$ cat src/rtl/dmu_pkg.sv
// Shared constants and helpers for the 4-way word dispatcher.
package dmu_pkg;

  localparam int unsigned NPORTS = 4;
  localparam int unsigned SEL_W  = 2;
  localparam int unsigned WORD_W = 32;

  // Bit offset of channel ch inside a flattened NPORTS*width data bus.
  function automatic int unsigned slice_base(input int unsigned ch, input int unsigned width);
    return ch * width;
  endfunction

endpackage

$ cat src/rtl/dmu_port_fifo.sv
// Per-channel FIFO for the dispatcher.
//   clk, reset : clock, synchronous active-high reset (empties the FIFO)
//   push/wdata : write request and word (ignored when full)
//   pop        : read request (ignored when empty)
//   rdata      : head word, 0 when empty
//   count      : occupancy 0..DEPTH
//   full/empty : occupancy flags
module dmu_port_fifo #(
  parameter int unsigned WIDTH = 32,
  parameter int unsigned DEPTH = 2,
  localparam int unsigned CW = $clog2(DEPTH + 1),
  localparam int unsigned PW = (DEPTH > 1) ? $clog2(DEPTH) : 1
) (
  input  logic             clk,
  input  logic             reset,
  input  logic             push,
  input  logic [WIDTH-1:0] wdata,
  input  logic             pop,
  output logic [WIDTH-1:0] rdata,
  output logic [CW-1:0]    count,
  output logic             full,
  output logic             empty
);

  logic [WIDTH-1:0] mem [DEPTH];
  logic [PW-1:0]    rd_ptr;
  logic [PW-1:0]    wr_ptr;
  logic             do_push;
  logic             do_pop;

  assign full    = (count == CW'(DEPTH));
  assign empty   = (count == '0);
  assign do_push = push && !full;
  assign do_pop  = pop && !empty;
  assign rdata   = empty ? '0 : mem[rd_ptr];

  // Explicit wrap so non-power-of-2 depths stay in 0..DEPTH-1.
  function automatic logic [PW-1:0] ptr_next(input logic [PW-1:0] p);
    return (p == PW'(DEPTH - 1)) ? '0 : p + PW'(1);
  endfunction

  // Pointer and occupancy state.
  always_ff @(posedge clk) begin
    if (reset) begin
      rd_ptr <= '0;
      wr_ptr <= '0;
      count  <= '0;
    end else begin
      if (do_push) wr_ptr <= ptr_next(wr_ptr);
      if (do_pop)  rd_ptr <= ptr_next(rd_ptr);
      case ({do_push, do_pop})
        2'b10:   count <= count + CW'(1);
        2'b01:   count <= count - CW'(1);
        default: count <= count;
      endcase
    end
  end

  // Storage needs no reset: contents are only visible when count is nonzero.
  always_ff @(posedge clk) begin
    if (!reset && do_push) mem[wr_ptr] <= wdata;
  end

endmodule

$ cat src/rtl/dmu4_dispatch.sv
// 1:4 word dispatcher: routes each input word to the channel named by in_sel,
// with an independent FIFO per channel so one stalled consumer does not block
// the others.
//   clk, reset : clock, synchronous active-high reset
//   in_valid/in_ready/in_data/in_sel : producer handshake and routing select
//   out_valid/out_ready/out_data     : four consumer handshakes, channel i at [i*WIDTH +: WIDTH]
//   busy       : any channel holds data
module dmu4_dispatch
  import dmu_pkg::*;
#(
  parameter int unsigned WIDTH = WORD_W,
  parameter int unsigned DEPTH = 2,
  localparam int unsigned CW = $clog2(DEPTH + 1)
) (
  input  logic                    clk,
  input  logic                    reset,
  input  logic                    in_valid,
  output logic                    in_ready,
  input  logic [WIDTH-1:0]        in_data,
  input  logic [SEL_W-1:0]        in_sel,
  output logic [NPORTS-1:0]       out_valid,
  input  logic [NPORTS-1:0]       out_ready,
  output logic [NPORTS*WIDTH-1:0] out_data,
  output logic                    busy
);

  logic [CW-1:0]     count [NPORTS];
  logic [WIDTH-1:0]  rdata [NPORTS];
  logic [NPORTS-1:0] full;
  logic [NPORTS-1:0] empty;
  logic [NPORTS-1:0] push;
  logic [NPORTS-1:0] pop;

  // Depends only on in_sel and registered counts: no ready-to-ready path.
  assign in_ready = !reset && (count[in_sel] < CW'(DEPTH));
  assign busy     = |out_valid;

  for (genvar g = 0; g < NPORTS; g++) begin : g_ch
    // The !full term is redundant with in_ready; it keeps the decode self-contained.
    assign push[g]      = in_valid && in_ready && (in_sel == SEL_W'(g)) && !full[g];
    assign pop[g]       = out_valid[g] && out_ready[g];
    assign out_valid[g] = !empty[g];
    assign out_data[slice_base(g, WIDTH) +: WIDTH] = rdata[g];

    dmu_port_fifo #(
      .WIDTH (WIDTH),
      .DEPTH (DEPTH)
    ) u_fifo (
      .clk   (clk),
      .reset (reset),
      .push  (push[g]),
      .wdata (in_data),
      .pop   (pop[g]),
      .rdata (rdata[g]),
      .count (count[g]),
      .full  (full[g]),
      .empty (empty[g])
    );
  end

endmodule

$ cat config.mk
export PLATFORM = sky130hd
export DESIGN_NAME = dmu4_dispatch
export DESIGN_NICKNAME = d
export VERILOG_FILES = /design/src/rtl/dmu_pkg.sv /design/src/rtl/dmu_port_fifo.sv /design/src/rtl/dmu4_dispatch.sv
export SDC_FILE = /design/constraint.sdc
export NUM_CORES = 1
export LEC_CHECK = 0
export BUFFER_PORTS_ARGS = -buffer_cell sky130_fd_sc_hd__buf_4
export CORE_MARGIN = 1.5
export CORE_UTILIZATION = 45
export CTS_CLUSTER_SIZE = 20
export DETAILED_ROUTE_END_ITERATION = 16
export GPL_ROUTABILITY_DRIVEN = 0
export PLACE_DENSITY = 0.75
export REMOVE_ABC_BUFFERS = 1
export SLEW_MARGIN = 10
export SYNTH_ARGS = -nofsm -noshare
export SYNTH_HDL_FRONTEND = slang
export SYNTH_SLANG_ARGS = --single-unit
$ cat constraint.sdc
create_clock -name clk -period 2.5 [get_ports clk]
set_input_delay 0 -clock clk [delete_from_list [all_inputs] [get_ports clk]]
set_output_delay 0 -clock clk [all_outputs]
set_load 0.02 [all_outputs]
==> impl_metrics.csv, run 1 <==
group,metric,value,unit
floorplanning,rows,55,
clock_network,clkSlewWorstSetupHoldPaths,0.06,ns
drt,antenna_left,0,
grt,grtUsageTotal,0.1871,
power,switching_share,0.2391,
floorplanning,fp.dieArea,0.02427,mm2
worst_setup_path,critPathCaptureType,"output pin",
drt,drt_first_iter_violations,368,
sta,setup_viol,0,
power,p_leak,0.004838,uW
clock_network,post_cts_resized,0,
grt,globalRoute.totalOverflow,0,
clock_network,clockBufferDepth,3,
clock_network,clk_latency,0.53,ns
logic_synthesis,yosys.area.top_type,"edfxtp_1",
sta,rsz0062_at_grt,"false",
power,power_frac_seq,0.497,
drt,via_per_inst,4.970,
floorplanning,io_pins,175,
floorplanning,coreArea,0.02278,mm2
power,clkPwrFrac,0.373,
floorplanning,die-width,155.8,um
worst_setup_path,crit_path_start_kind,"flop",
floorplanning,start_util,0.4612,
logic_synthesis,synthDistinctLibCells,21,
clock_network,cts_buffers,27,
sta,clock_skew,0.007549,ns
floorplanning,die_h,155.8,um
sta,worst_slew_pin_slew,0.6317,ns
power,comb_power_share,0.130,
logic_synthesis,ys_ff_latch,276,
grt,grt_pass1_vias,6007,
hold_path,hold_class,"in -> reg",
sta,min_period,2.161,ns
worst_setup_path,critical_path_class,"reg -> out",
power,power_switching,2503,uW
clock_network,root_buffer,"clkbuf_16",
worst_setup_path,cp_max_fo,18,
grt,grt_max_degree,33,
run,cap_violations,0,
clock_network,cts_tree,"done",
placed_design,port-buffer-count,174,
layout,nets,927,
placed_design,place_hpwl,14.91,mm
sta,hold_viol_final,0,
sta,slew_headroom,0.5779,
sta,period_share,0.8643,
logic_synthesis,async_flop_share,0,
layout,syn_to_final_growth,29.88,%
placed_design,place_area,0.01237,mm2
power,p_per_area,767.1,mW/mm2
clock_network,ctsHtreeMaxLevel,1,
worst_setup_path,crit_arrival,2.16,ns
drt,vias,6038,
outcome,status,"finished, final reports clean",
drt,first_pass_iters,4,
power,power,10470,uW
layout,fin_area,0.01364,mm2
logic_synthesis,syn_area_per_cell,16.16,um2
logic_synthesis,synth_top_area_frac,0.7318,
layout,layout-drive-gt1-share,0.2805,
logic_synthesis,synth.area.top_cells,"edfxtp_1, mux2i_1, nor2_1, dfxtp_1, buf_2",
logic_synthesis,yosysMostFrequentCell,"edfxtp_1",
grt,antenna_found_initial,0,
logic_synthesis,synth_edf_count,256,
layout,num-fill-cells,1682,
clock_network,clock_sinks,276,
logic_synthesis,synth_common_cells,"edfxtp_1, nor2_1, mux2i_1",
drt,wl,22.82,mm
worst_setup_path,worstPathRequired,2.50,ns
sta,drv_slew,0,
logic_synthesis,yosys_warnings,0,
drt,drc_errors,0,
logic_synthesis,synthCells,650,
logic_synthesis,synthFlopType,"edfxtp_1",
power,p_int,7964,uW
sta,max_freq,462.8,MHz
grt,grt_pass1_wl,34.24,mm
layout,diodes,0,
logic_synthesis,syn_area,0.01051,mm2
power,ir_drop,0.0004805,V
logic_synthesis,ys_seq_area_frac,0.7699,
drt,wire_per_inst,18.78,um
area by class of cell:
class | instances | area, um2 | share of cell area
clock buffers | 30 | 686.9 | 0.05034
multi-input cells | 329 | 2321 | 0.1701
well taps | 313 | 391.6 | 0.02870
repair buffers | 235 | 1929 | 0.1414
inverters | 13 | 48.80 | 0.003576
flip-flops and latches | 276 | 8093 | 0.5931
clock inverters | 19 | 173.9 | 0.01275
state kept, by name, indices dropped and copies added, names as in the netlist, named ones only:
name,cells
g_ch.u_fifo.rd_ptr,4
g_ch.u_fifo.wr_ptr,4
g_ch.u_fifo.count,8
g_ch.u_fifo.mem,256
cell families (layout without fill, tap and decap cells):
| kind of cell | Yosys count | count (layout) | synth area share |
|---|---|---|---|
| AOI/OAI and AO/OA | 16 | 16 | 0.008338 |
| muxes | 131 | 131 | 0.1264 |
| adders and majority gates | 4 | 4 | 0.004764 |
| DFF | 276 | 276 | 0.7699 |
| buffers and inverters | 45 | 297 | 0.01775 |
| and+or+nand+nor | 166 | 166 | 0.06289 |
| xor gates and xnor gates | 12 | 12 | 0.01000 |
through the flow:
step,hold slack (ns),std cells,util,setup WS [ns],TNS [ns]
3_5_place_dp,0.2405,1125,0.5432,0.4110,0
4_1_cts,0.2371,1215,0.5990,0.3225,0
6_report,0.2393,1215,0.5990,0.3391,0
2_1_floorplan,0.06907,618,-,-0.1329,-21.67
5_1_grt,0.2471,1215,0.5990,0.2365,0
3_3_place_gp,0.2373,1125,0.5432,0.4748,0
timing repair:
action / in CTS / in global routing
endpoints found under the hold margin: 276 / 0
hold buffers: 41 / 0
buffers inserted: 0 / 0
power groups by stage:
stage / combinational (uW) / clock (uW) / sequential, uW
6_report: 1360 / 3900 / 5210
5_1_grt: 1450 / 4140 / 5210
4_1_cts: 1370 / 3960 / 5210
3_5_place_dp: 1310 / 0 / 5310
3_3_place_gp: 1300 / 0 / 5300
2_1_floorplan: 651 / 0 / 5320
per-layer routing:
layer | vias to the layer above | routed length [um] | GRT usage
li1 | 2844 | - | -
met4 | 0 | 230 | 0.03764
met5 | - | 0 | 0
met1 | 2968 | 10090 | 0.2614
met3 | 22 | 1461 | 0.02889
met2 | 204 | 11040 | 0.3130
layout by cell type, fill, tap and decap left out, types with 5 or more instances in the layout:
master | netlist | layout
edfxtp_1 | 256 | 256
buf_12 | 0 | 5
clkbuf_16 | 0 | 27
nor2_1 | 153 | 141
xor2_1 | 8 | 8
nor2_4 | 0 | 12
clkinv_2 | 0 | 9
buf_4 | 0 | 189
or3_1 | 5 | 5
mux2i_1 | 130 | 130
dfxtp_1 | 20 | 16
o21ai_0 | 10 | 10
dlygate4sd3_1 | 0 | 41
inv_1 | 13 | 13
worst paths after layout:
kind,start,to,slack [ns],cells after the start
worst max-delay path,flop,out_data[38],0.34,4
worst max register to register,g_ch[0].u_fifo.count[1],g_ch[0].u_fifo.count[1],0.61,5
worst min register to register,g_ch[0].u_fifo.rd_ptr,g_ch[0].u_fifo.rd_ptr,0.50,2
worst min-delay path,in_data[5],g_ch[2].u_fifo.mem[0][5],0.24,2
critical path: stages, from the launching register on:
cell and delay (ns):
dfxtp_2 0.71, buf_4 0.38, mux2i_1 0.11, nor2_1 0.23
buf_4 0.20
Power figures use the tool's default switching activity.
==> run 2: changes to the inputs <==
CORE_ASPECT_RATIO = 0.9   (was default)
HOLD_SLACK_MARGIN = 0.15   (was default)
==> impl_metrics.csv, run 2 (same netlist as run 1, synthesis figures left out) <==
group,metric,value,unit
outcome,status,"finished, final reports clean",
sta,clock_skew,0.01351,ns
drt,wire_per_inst,19.77,um
layout,layout-drive-gt1-share,0.2807,
placed_design,place_area,0.01238,mm2
layout,top_regs,"g_ch.u_fifo.mem x256, g_ch.u_fifo.count x8",
worst_setup_path,critPathCaptureType,"flop",
grt,use_met3,0.03676,
sta,max_freq,429.7,MHz
run,cap_violations,0,
drt,via_per_inst,5.136,
drt,antenna_left,0,
power,power_switching,2561,uW
sta,period_share,0.9309,
hold_path,holdPathStages,2,
floorplanning,die-width,164.1,um
floorplanning,fp.dieArea,0.02427,mm2
sta,worst_slew_pin_slew,0.9517,ns
drt,drc_errors,0,
power,p_per_area,789.3,mW/mm2
clock_network,clk_latency,0.53,ns
placed_design,place_hpwl,15.82,mm
grt,grt_pass1_wl,36.00,mm
hold_path,hold_class,"in -> reg",
layout,top_register,"g_ch.u_fifo.mem",
layout,largest_register_ffs,256,
clock_network,cts_tree,"done",
clock_network,post_cts_buffers,0,
power,clkPwrFrac,0.395,
sta,drv_slew,0,
grt,grtUsageMet2,0.3289,
worst_setup_path,r2r_end,"g_ch[2].u_fifo.count[1]",
layout,final_cell_mix,"edfxtp_1, buf_4, nor2_1",
clock_network,clock_sinks,276,
worst_setup_path,r2r-start,"g_ch[2].u_fifo.count[1]",
worst_setup_path,r2r_slack,0.19,ns
drt,drt_first_iter_violations,499,
floorplanning,start_util,0.4626,
clock_network,clockBufferDepth,3,
power,p_int,8326,uW
floorplanning,io_pins,175,
grt,antenna_found_initial,0,
drt,first_pass_iters,5,
power,power,10890,uW
layout,fin_area,0.01379,mm2
worst_setup_path,crit_path_start_kind,"input port",
drt,wl,23.91,mm
worst_setup_path,cp_max_fo,20,
layout,nets,936,
drt,vias,6209,
floorplanning,die_h,148.0,um
worst_setup_path,critical_path_class,"in -> reg",
worst_setup_path,worstPathRequired,2.92,ns
power,ir_drop,0.0005273,V
sta,slew_headroom,0.3640,
floorplanning,coreArea,0.02271,mm2
worst_setup_path,crit_arrival,2.75,ns
clock_network,root_buffer,"clkbuf_16",
grt,grt.met1_usage,0.2737,
placed_design,port-buffer-count,174,
grt,grtUsageTotal,0.1974,
floorplanning,rows,52,
power,power_frac_seq,0.479,
grt,grt.busiest_layer,"met2",
grt,grt_pass1_vias,6330,
sta,min_period,2.327,ns
clock_network,ctsHtreeMaxLevel,1,
sta,setup_viol,0,
clock_network,cts_buffers,28,
hold_path,hold_end,"g_ch[0].u_fifo.mem[0][30]",
layout,syn_to_final_growth,31.31,%
clock_network,clkSlewWorstSetupHoldPaths,0.06,ns
worst_setup_path,reg2regPathDepth,5,
grt,globalRoute.totalOverflow,0,
power,p_leak,0.004923,uW
hold_path,worstHoldStart,"in_data[30]",
layout,diodes,0,
power,switching_share,0.2353,
power,comb_power_share,0.126,
sta,hold_viol_final,0,
layout,final_common_cell,"edfxtp_1",
layout,num-fill-cells,1679,
grt,grt_max_degree,35,
sta,rsz0062_at_grt,"false",
## run 2: final cells by class
type                            count  area, um2  share of cell area
Multi-Input combinational cell    329       2326              0.1686
Sequential cell                   276       8093              0.5867
Tap cell                          297      371.6             0.02694
Inverter                           13      48.80            0.003537
Clock inverter                     16      207.7             0.01506
Clock buffer                       35      748.2             0.05424
Timing Repair Buffer              243       1999              0.1449
## run 2: per-stage QoR
step           setup slack, ns  utilization  cells  hold slack (ns)  setup TNS [ns]
2_1_floorplan          -0.1329            -    618          0.06907          -21.67
3_3_place_gp            0.4932       0.5453   1113           0.2407               0
3_5_place_dp            0.4538       0.5453   1113           0.2485               0
4_1_cts                 0.1269       0.6073   1209           0.2387               0
5_1_grt                0.09845       0.6075   1209           0.2419               0
6_report                0.1728       0.6075   1209           0.2545               0
## run 2: what timing repair did
action                                 4_1_cts  5_1_grt
setup endpoints to repair                    0        1
resized for setup                            0        1
endpoints found under the hold margin      293        0
hold buffers                                45        0
## run 2: metal layers
layer  vias up  routed length (um)
met5         -                   0
met2       202               11630
met1      3126               10650
met3        21                1388
met4         0                 238
li1       2860                   -
## run 2: worst max path at each step
stage | from | end | slack [ns] | cells past startpoint
after floorplan | in_sel[1] | g_ch[0].u_fifo.mem[0][0] | -0.13 | 3
after global placement | reset | g_ch[0].u_fifo.mem[1][29] | 0.49 | 5
after detailed placement | reset | g_ch[0].u_fifo.mem[1][20] | 0.45 | 5
after CTS | g_ch[2].u_fifo.count[1] | g_ch[2].u_fifo.count[1] | 0.13 | 5
after global routing | reset | g_ch[0].u_fifo.count[0] | 0.1 | 8
final | reset | g_ch[0].u_fifo.count[0] | 0.17 | 8
## run 2: power groups by stage
stage	Combinational [uW]	Clock, uW	Sequential (uW)
after CTS	1390	4350	5220
after floorplan	651	0	5320
final	1370	4300	5220
after global routing	1460	4530	5230
after detailed placement	1320	0	5320
after global placement	1310	0	5310
## run 2: worst max-delay path, cell delays in order
cell	delay, ns
dlygate4sd3_1	0.53
buf_4	0.20
or3b_1	0.38
or3_2	0.52
ha_1	0.33
dlygate4sd3_1	0.58
xor2_1	0.16
nor2_1	0.05
